==> config.mk <==
export PLATFORM = sky130hd
export DESIGN_NAME = bus_master_arbiter_flat
export DESIGN_NICKNAME = d
export VERILOG_FILES = /design/src/rtl/bus_master_arbiter_if.sv /design/src/rtl/bus_master_arbiter.sv /design/src/flat_wrapper.sv
export SDC_FILE = /design/constraint.sdc
export NUM_CORES = 1
export LEC_CHECK = 0
export ABC_AREA = 1
export CAP_MARGIN = 25
export CORE_MARGIN = 3
export CORE_UTILIZATION = 50
export DETAILED_ROUTE_END_ITERATION = 8
export HOLD_SLACK_MARGIN = 0.12
export PLACE_DENSITY = 0.77
export SLEW_MARGIN = 20
export SYNTH_ARGS = -nofsm -noshare
export SYNTH_HDL_FRONTEND = slang
export SYNTH_SLANG_ARGS = --single-unit
export TNS_END_PERCENT = 50
==> constraint.sdc <==
create_clock -name system_clock -period 2.45 [get_ports system_clock]
set_input_delay 0.245 -clock system_clock [delete_from_list [all_inputs] [get_ports system_clock]]
set_output_delay 0.245 -clock system_clock [all_outputs]
set_load 0.05 [all_outputs]
==> src/rtl/bus_master_arbiter_if.sv <==
// Shared-bus arbitration signals between requesting masters and the arbiter.
// slave: arbiter side (drives grants); master: requester side (drives requests and bus strobes).
interface bus_master_arbiter_if #(
    parameter int NUM_MASTERS = 4
);
    localparam int IW = (NUM_MASTERS > 1) ? $clog2(NUM_MASTERS) : 1;

    logic [NUM_MASTERS-1:0] request;
    logic [NUM_MASTERS-1:0] granted;
    logic [IW-1:0]          grant_index;
    logic                   begin_transactionIN;
    logic                   end_transactionIN;
    logic                   errorIN;
    logic                   bus_active;
    logic                   timeout_pulse;

    modport slave (
        input  request, begin_transactionIN, end_transactionIN, errorIN,
        output granted, grant_index, bus_active, timeout_pulse
    );

    modport master (
        output request, begin_transactionIN, end_transactionIN, errorIN,
        input  granted, grant_index, bus_active, timeout_pulse
    );
endinterface

==> src/rtl/bus_master_arbiter.sv <==
// Round-robin owner of the shared system bus; grant registered 1 cycle after request seen in IDLE.
// No backpressure: bus strobes outside GRANTED/ACTIVE are dropped; idle grants are revoked after TIMEOUT_CYCLES.
module bus_master_arbiter #(
    parameter int NUM_MASTERS    = 4,
    parameter int TIMEOUT_CYCLES = 256
) (
    input  logic                 system_clock,
    input  logic                 system_reset,
    bus_master_arbiter_if.slave  bus
);
    localparam int IW = (NUM_MASTERS > 1) ? $clog2(NUM_MASTERS) : 1;
    localparam int CW = $clog2(TIMEOUT_CYCLES);

    typedef enum logic [1:0] {IDLE, GRANTED, ACTIVE, HANDOVER} state_t;

    state_t                 state_q,         state_d;
    logic [NUM_MASTERS-1:0] granted_q,       granted_d;
    logic [IW-1:0]          grant_index_q,   grant_index_d;
    logic [CW-1:0]          cnt_q,           cnt_d;
    logic                   bus_active_q,    bus_active_d;
    logic                   timeout_pulse_q, timeout_pulse_d;

    logic [IW-1:0] cand;
    logic [IW-1:0] winner;
    logic          found;
    logic          txn_done;

    // Scan from the slot after the last winner; the wrap is an explicit compare so odd master counts work.
    always_comb begin
        cand   = grant_index_q;
        winner = grant_index_q;
        found  = 1'b0;
        for (int k = 0; k < NUM_MASTERS; k++) begin
            if (cand == IW'(NUM_MASTERS - 1)) cand = '0;
            else                              cand = cand + IW'(1);
            if (!found && bus.request[cand]) begin
                found  = 1'b1;
                winner = cand;
            end
        end
    end

    assign txn_done = bus.end_transactionIN | bus.errorIN;

    always_comb begin
        state_d         = state_q;
        granted_d       = granted_q;
        grant_index_d   = grant_index_q;
        cnt_d           = cnt_q;
        timeout_pulse_d = 1'b0;
        case (state_q)
            IDLE: begin
                granted_d = '0;
                if (found) begin
                    state_d       = GRANTED;
                    granted_d     = NUM_MASTERS'(1) << winner;
                    grant_index_d = winner;
                    cnt_d         = '0;
                end
            end
            GRANTED: begin
                if (bus.begin_transactionIN && txn_done) begin
                    state_d   = HANDOVER;
                    granted_d = '0;
                end else if (bus.begin_transactionIN) begin
                    state_d = ACTIVE;
                end else if (!bus.request[grant_index_q]) begin
                    state_d   = HANDOVER;
                    granted_d = '0;
                end else if (cnt_q == CW'(TIMEOUT_CYCLES - 1)) begin
                    state_d         = HANDOVER;
                    granted_d       = '0;
                    timeout_pulse_d = 1'b1;
                end else begin
                    cnt_d = cnt_q + CW'(1);
                end
            end
            ACTIVE: begin
                if (txn_done) begin
                    state_d   = HANDOVER;
                    granted_d = '0;
                end
            end
            HANDOVER: begin
                state_d   = IDLE;
                granted_d = '0;
            end
            default: begin
                state_d   = IDLE;
                granted_d = '0;
            end
        endcase
        bus_active_d = (state_d == GRANTED) || (state_d == ACTIVE);
    end

    always_ff @(posedge system_clock) begin
        if (system_reset) begin
            state_q         <= IDLE;
            granted_q       <= '0;
            grant_index_q   <= IW'(NUM_MASTERS - 1);
            cnt_q           <= '0;
            bus_active_q    <= 1'b0;
            timeout_pulse_q <= 1'b0;
        end else begin
            state_q         <= state_d;
            granted_q       <= granted_d;
            grant_index_q   <= grant_index_d;
            cnt_q           <= cnt_d;
            bus_active_q    <= bus_active_d;
            timeout_pulse_q <= timeout_pulse_d;
        end
    end

    assign bus.granted       = granted_q;
    assign bus.grant_index   = grant_index_q;
    assign bus.bus_active    = bus_active_q;
    assign bus.timeout_pulse = timeout_pulse_q;
endmodule

==> src/flat_wrapper.sv <==
// flat-port wrapper written by rule: the top's interface ports become plain ports
module bus_master_arbiter_flat 
#(
    parameter int NUM_MASTERS    = 4,
    parameter int TIMEOUT_CYCLES = 256
)
  (system_clock, system_reset, bus_request, bus_begin_transactionIN, bus_end_transactionIN, bus_errorIN, bus_granted, bus_grant_index, bus_bus_active, bus_timeout_pulse);
  bus_master_arbiter_if #(.NUM_MASTERS(NUM_MASTERS)) bus_i ();
  input  logic system_clock;
  input  logic system_reset;
  input wire logic [$bits(bus_i.request)-1:0] bus_request;
  input wire logic [$bits(bus_i.begin_transactionIN)-1:0] bus_begin_transactionIN;
  input wire logic [$bits(bus_i.end_transactionIN)-1:0] bus_end_transactionIN;
  input wire logic [$bits(bus_i.errorIN)-1:0] bus_errorIN;
  output wire logic [$bits(bus_i.granted)-1:0] bus_granted;
  output wire logic [$bits(bus_i.grant_index)-1:0] bus_grant_index;
  output wire logic [$bits(bus_i.bus_active)-1:0] bus_bus_active;
  output wire logic [$bits(bus_i.timeout_pulse)-1:0] bus_timeout_pulse;
  assign bus_i.request = bus_request;
  assign bus_i.begin_transactionIN = bus_begin_transactionIN;
  assign bus_i.end_transactionIN = bus_end_transactionIN;
  assign bus_i.errorIN = bus_errorIN;
  assign bus_granted = bus_i.granted;
  assign bus_grant_index = bus_i.grant_index;
  assign bus_bus_active = bus_i.bus_active;
  assign bus_timeout_pulse = bus_i.timeout_pulse;
  bus_master_arbiter #(.NUM_MASTERS(NUM_MASTERS), .TIMEOUT_CYCLES(TIMEOUT_CYCLES)) u_core (.system_clock(system_clock), .system_reset(system_reset), .bus(bus_i));
endmodule
==> Word-level counts from Yosys, hierarchy flattened <==
Index checks and enable logic that the tools add are counted.
{ "totals": {"register_bits": 18, "inputBits": 9, "output_inout_bits": 8, "wordCells": 95} }
{ "classes": {"add_sub_neg": 5, "order_cmp": 5, "eq_ne": 18, "shifts": 1, "mux": 43, "n_bitwise": 3, "reduce_logical": 14} }
{ "op_table": {"columns": ["op", "n"], "rows": [
  ["two-way mux 8 bit", 5],
  ["two-way mux 2 bit", 14],
  ["two-way mux 4 bit", 6],
  ["one-hot mux 4 bit (4 select lines)", 1],
  ["one-hot mux 8 bit (2 select lines)", 1],
  ["< comparator 2 x 3 -> 1 bit, second input constant", 5],
  ["== test 2 bit, second input constant", 7],
  ["binary-select mux 1 bit (select 2 bit)", 5],
  ["two-way mux 1 bit", 10],
  ["adder 2 x 1 -> 2 bit, second input constant", 4],
  ["adder 8 x 1 -> 8 bit, second input constant", 1],
  ["== test 8 bit, second input constant", 1],
  ["one-hot mux 2 bit (4 select lines)", 1],
  ["!= test 2 x 1 -> 1 bit, second input constant", 3],
  ["!= test 2 bit, second input constant", 3],
  ["AND reduction 6 bit", 1],
  ["OR reduction 5 bit", 1],
  ["== test 2 x 1 -> 1 bit, second input constant", 2],
  ["logical AND 1 bit", 4],
  ["!= test 4 x 3 -> 1 bit, second input constant", 1],
  ["<< shifter 1 x 2 -> 4 bit, first input constant", 1],
  ["zero test 1 bit", 3],
  ["!= test 3 x 2 -> 1 bit, second input constant", 1],
  ["AND reduction 3 bit", 1],
  ["6 further kinds", 7]
]} }

==> Depth between registers and ports, before layout <==
{ "logic_depth": {"word_depth": 18, "ltp_mapped": 16, "mapped_depth_nobuf": 15} }

==> Worst setup path before layout <==
Ideal clock, no wire load.
{ "synth_timing": {"path_type": "register -> register", "start": "register u_core.grant_index_q[0] (netlist: u_core.bus.grant_index[0])", "end": "register u_core.granted_q[2] (netlist: u_core.bus.granted[2])", "setup_ns": 0.132, "arrival_time_ns": 2.211, "required_ns": 2.318, "setup_slack_ns": 0.106, "stages_incl_launch_ff": 16, "path_buffers": 1, "period_less_slack_ns": 2.344, "path_cell_list": "dfxtp_1 ha_1 inv_1 nand2_2 buf_6 nand2_1 nand3_2 nand2_4 nor2_4 nand2_4 nor2_2 nor2_8 nand3_1 nor2_1 nor2_1 nor2_1"} }
{ "synth_between": {"elab_chain_len": 17, "elab_cells_between_ends": 44, "classes_between": "4 x add/sub; 5 x eq/ne; 1 x shift; 27 x mux; 7 x reduce/logical"} }
{ "synth_rtl": {"columns": ["element", "line_no", "source"], "rows": [
  ["start, declared", "bus_master_arbiter.sv:18", "logic [IW-1:0] grant_index_q, grant_index_d;"],
  ["start signal, assigned", "bus_master_arbiter.sv:100", "grant_index_q <= IW'(NUM_MASTERS - 1);"],
  ["start signal, assigned", "bus_master_arbiter.sv:107", "grant_index_q <= grant_index_d;"],
  ["parallel branches: the longest is 17 deep, another holds adder 2 x 1 -> 2 bit", null, null],
  ["end signal, assigned", "bus_master_arbiter.sv:106", "granted_q <= granted_d;"],
  ["end, declared", "bus_master_arbiter.sv:17", "logic [NUM_MASTERS-1:0] granted_q, granted_d;"]
]} }
Parallel ways; which one is timed is not known. The select of a mux whose other input is x is not followed.
A chain may end at the register's enable or synchronous reset.

==> Worst setup path after layout <==
{ "layout_timing": {"start": "register u_core.grant_index_q[1] (netlist: u_core.bus.grant_index[1])", "end": "register u_core.cnt_q[1]"} }
{ "layout_between": {"elab_chain_len": 16, "elab_cells_between_ends": 35, "classes_between": "4 x add/sub; 6 x eq/ne; 18 x mux; 7 x reduce/logical"} }
{ "layout_rtl": {"columns": ["element", "line_no", "source"], "rows": [
  ["parallel branches: the longest is 15 deep, another holds adder 2 x 1 -> 2 bit", null, null],
  ["AND reduction 6 bit (no source line) (*)", null, null],
  ["end signal, assigned", "bus_master_arbiter.sv:108", "cnt_q <= cnt_d;"],
  ["end, declared", "bus_master_arbiter.sv:19", "logic [CW-1:0] cnt_q, cnt_d;"]
]} }
Mark *: on every way between the ends. The select of a mux whose other input is x is not followed.

==> run_results.csv <==
group,metric,value,unit
status,status,"complete, no violations",
timing,fmax,464,MHz
global_routing,grt_usage,0.192,
floorplanning,start_util,0.540,
power_and_ir_drop,powerDensity,1270,nW/um2
job,cap_viol_max_count,0,
floorplanning,fp.dieH,58.4,um
yosys,ys_ff_latch,18,
global_routing,gr-usage-met1,0.260,
final_layout,n_antenna_cell,0,
floorplanning,fp.dieW,58.4,um
power_and_ir_drop,leakagePower,0.736,nW
hold_path,min_path_cells,2,
placed_design,io_buffers,16,
global_routing,grt_max_degree,15,
clock_network,clockBufferDepth,2,
route,viasPerCell,5.15,
floorplanning,rows,18,
yosys,syn_nets,221,
hold_path,min-delay-start,"u_core.bus.granted[0]$_SDFFE_PP0P_",
yosys,netlist_instances,210,
power_and_ir_drop,peakVddDrop,0.857,mV
setup_path,arrival,2.36,ns
floorplanning,core,2540,um2
placed_design,placed_area,1580,um2
setup_path,crit_type,"reg2reg",
global_routing,antenna_found_initial,0,
timing,tns,0,ns
global_routing,globalRouteOverflowTotal,0,
setup_path,worstPathRequired,2.65,ns
final_layout,nets,243,
power_and_ir_drop,switchingPower,1.12,mW
timing,skew,0.00110,ns
route,route.vias.total,1344,
route,antenna_left,0,
final_layout,final_area,1610,um2
setup_path,r2r.worst_path.cells,12,
timing,finalCritPeriodShare,0.880,
placed_design,place.gp.congestion,0.911,
global_routing,grt_pass1_vias,1183,
timing,post-route-min-period,2.15,ns
yosys,yosysWarnings,0,
clock_network,post_cts_buffers,0,
timing,drv_slew,0,
route,first_pass_iters,4,
yosys,avgSynthCellArea,6.55,um2
setup_path,start_kind,"flip-flop",
yosys,syn_area,1380,um2
clock_network,clkSlewWorstSetupHoldPaths,0.10,ns
timing,slew_headroom,0.668,
global_routing,busiest_layer,"met2",
floorplanning,ios,17,
route,drt-total-wl,2990,um
placed_design,dpl.hpwl,2350,um
timing,rsz0062_at_grt,"no",
timing,setup_viol,0,
route,routedWlPerCell,11.5,um
power_and_ir_drop,p_sw_frac,0.547,
timing,worstMarginPinSlew,0.497,ns
global_routing,grt_pass1_wl,5160,um
clock_network,cts_buffers,3,
setup_path,reg2reg_from,"u_core.bus.grant_index[1]$_SDFFE_PP1P_",
global_routing,grt.met2_usage,0.314,
timing,hold_viol,0,
global_routing,grtUsageMet3,0.0329,
final_layout,drive_gt1_frac,0.143,
setup_path,cp_max_fo,10,
hold_path,whs_endpoint,"u_core.bus.granted[0]$_SDFFE_PP0P_",
clock_network,cts_tree,"yes",
clock_network,cts_resized,0,
yosys,synth.distinct_cells,35,
power_and_ir_drop,p_int,0.927,mW
final_layout,area_delta_synth_final,17.3,%
power_and_ir_drop,clkPwrFrac,0.092,
clock_network,cts-root-buf,"clkbuf_4",
clock_network,cts_max_level,1,
clock_network,ctsHoldBuffers,0,
route,drt-initial-drc-count,86,
yosys,ys_seq_area_frac,0.262,
setup_path,endpoint_kind,"flip-flop",
floorplanning,dieArea,3420,um2
hold_path,min_path_type,"reg2reg",
power_and_ir_drop,p_comb_frac,0.709,
clock_network,cts.sinks,18,
power_and_ir_drop,power,2.05,mW
route,drc,0,
setup_path,r2r_slack,0.30,ns
clock_network,clk_latency,0.30,ns
power_and_ir_drop,seqPwrFrac,0.199,
setup_path,worstReg2RegEnd,"u_core.cnt_q[1]$_SDFFE_PP0P_",
setup_path,worstSetupStartpoint,"u_core.bus.grant_index[1]$_SDFFE_PP1P_",
final_layout,fin_util,0.634,
[power by group through the flow]
stage	clock network [mW]	registers, mW	logic, mW
2_1_floorplan	0	0.570	0.979
3_3_place_gp	0	0.414	1.44
3_5_place_dp	0	0.413	1.44
4_1_cts	0.191	0.407	1.45
5_1_grt	0.202	0.416	1.61
6_report	0.188	0.406	1.45
[critical path, stage by stage, from the launching register on]
cell	delay, ns
dfxtp_1	0.37
ha_1	0.43
inv_2	0.12
nand2_1	0.08
nand2_1	0.11
nand2_1	0.10
nand2_2	0.08
nor2_4	0.14
nand2_4	0.07
o21ai_4	0.18
nand2_4	0.12
o21ai_0	0.19
nor2_1	0.07
[registers in the layout, indices dropped and copies added (netlist names)]
| signal | count |
|---|---|
| u_core.bus.granted | 4 |
| u_core.state_q | 2 |
| u_core.cnt_q | 8 |
| u_core.bus.timeout_pulse | 1 |
| u_core.bus.grant_index | 2 |
| u_core.bus.bus_active | 1 |
[kinds of logic after synthesis]
| group | share of synthesized area |
|---|---|
| simple gates | 0.454 |
| fa+ha+maj | 0.0182 |
| compound gates | 0.143 |
| flops | 0.262 |
| xor+xnor | 0.0319 |
| buf+inv | 0.0910 |
[per-layer routing]
| layer | vias up | part of all wire | wire length (um) |
|---|---|---|---|
| li1 | 727 | - | - |
| met2 | 27 | 0.47 | 1400 |
| met5 | - | 0 | 0 |
| met4 | 0 | 0.011 | 34 |
| met1 | 586 | 0.48 | 1440 |
| met3 | 4 | 0.037 | 110 |
[worst max path at each step]
stage / end / slack (ns) / cells past startpoint
after floorplan: u_core.bus.granted[2]$_SDFFE_PP0P_ / 0.11 / 15
after global placement: u_core.cnt_q[1]$_SDFFE_PP0P_ / 0.21 / 12
after detailed placement: u_core.cnt_q[1]$_SDFFE_PP0P_ / 0.21 / 12
after CTS: u_core.cnt_q[1]$_SDFFE_PP0P_ / 0.31 / 12
after global routing: u_core.cnt_q[1]$_SDFFE_PP0P_ / 0.04 / 12
final: u_core.cnt_q[1]$_SDFFE_PP0P_ / 0.30 / 12
[area by class of cell]
type | instances | area, um2
Timing Repair Buffer | 20 | 190
Fill cell | 232 | 932
Inverter | 25 | 98.8
Clock buffer | 4 | 36.3
Sequential cell | 18 | 360
Multi-Input combinational cell | 164 | 890
Tap cell | 30 | 37.5
[synthesized netlist by cell type]
| cell | n | area (um2) |
|---|---|---|
| nor2_8 | 1 | 20.0 |
| a31oi_1 | 1 | 6.26 |
| inv_2 | 2 | 7.51 |
| o21ai_0 | 5 | 25.0 |
| clkinv_4 | 1 | 8.76 |
| xnor2_1 | 2 | 17.5 |
| nor4_1 | 1 | 6.26 |
| nor2_2 | 2 | 12.5 |
| o21ai_4 | 1 | 16.3 |
| nand3b_1 | 4 | 30.0 |
| ha_1 | 2 | 25.0 |
| nor3_1 | 3 | 15.0 |
| nand2_1 | 64 | 240 |
| nand4_1 | 1 | 6.26 |
| nor3_2 | 1 | 10.0 |
| buf_6 | 2 | 22.5 |
| nand3_1 | 21 | 105 |
| dfxtp_1 | 18 | 360 |
| clkinv_1 | 1 | 3.75 |
| o21a_1 | 1 | 7.51 |
| o21ai_1 | 2 | 10.0 |
| nor2_1 | 17 | 63.8 |
| inv_1 | 21 | 78.8 |
| nor2_4 | 2 | 22.5 |
| a22oi_1 | 2 | 15.0 |
| a21oi_1 | 10 | 50.1 |
| clkbuf_1 | 1 | 3.75 |
| nand2_4 | 3 | 33.8 |
| nand3_2 | 4 | 40.0 |
| nand2_2 | 3 | 18.8 |
| a21oi_2 | 4 | 35.0 |
| o211ai_1 | 2 | 15.0 |
| o21bai_1 | 1 | 7.51 |
| o21ai_2 | 1 | 8.76 |
| xor2_1 | 3 | 26.3 |
[per-stage QoR]
step	cells	setup WS, ns	hold WS (ns)
5_1_grt	261	0.0425	0.511
2_1_floorplan	210	0.106	0.322
3_3_place_gp	257	0.205	0.453
3_5_place_dp	257	0.211	0.458
4_1_cts	261	0.306	0.474
6_report	261	0.295	0.470
[placed cells by master (no fill, tap or decap), types with 4 or more instances in the layout]
master and instances:
a21oi_1 10, a21oi_2 4, buf_4 4, clkdlybuf4s50_1 16
dfxtp_1 18, inv_1 21, nand2_1 64, nand3_1 21
nand3_2 4, nand3b_1 4, nor2_1 17, o21ai_0 5
No activity file was read; power rests on OpenSTA's default activity.
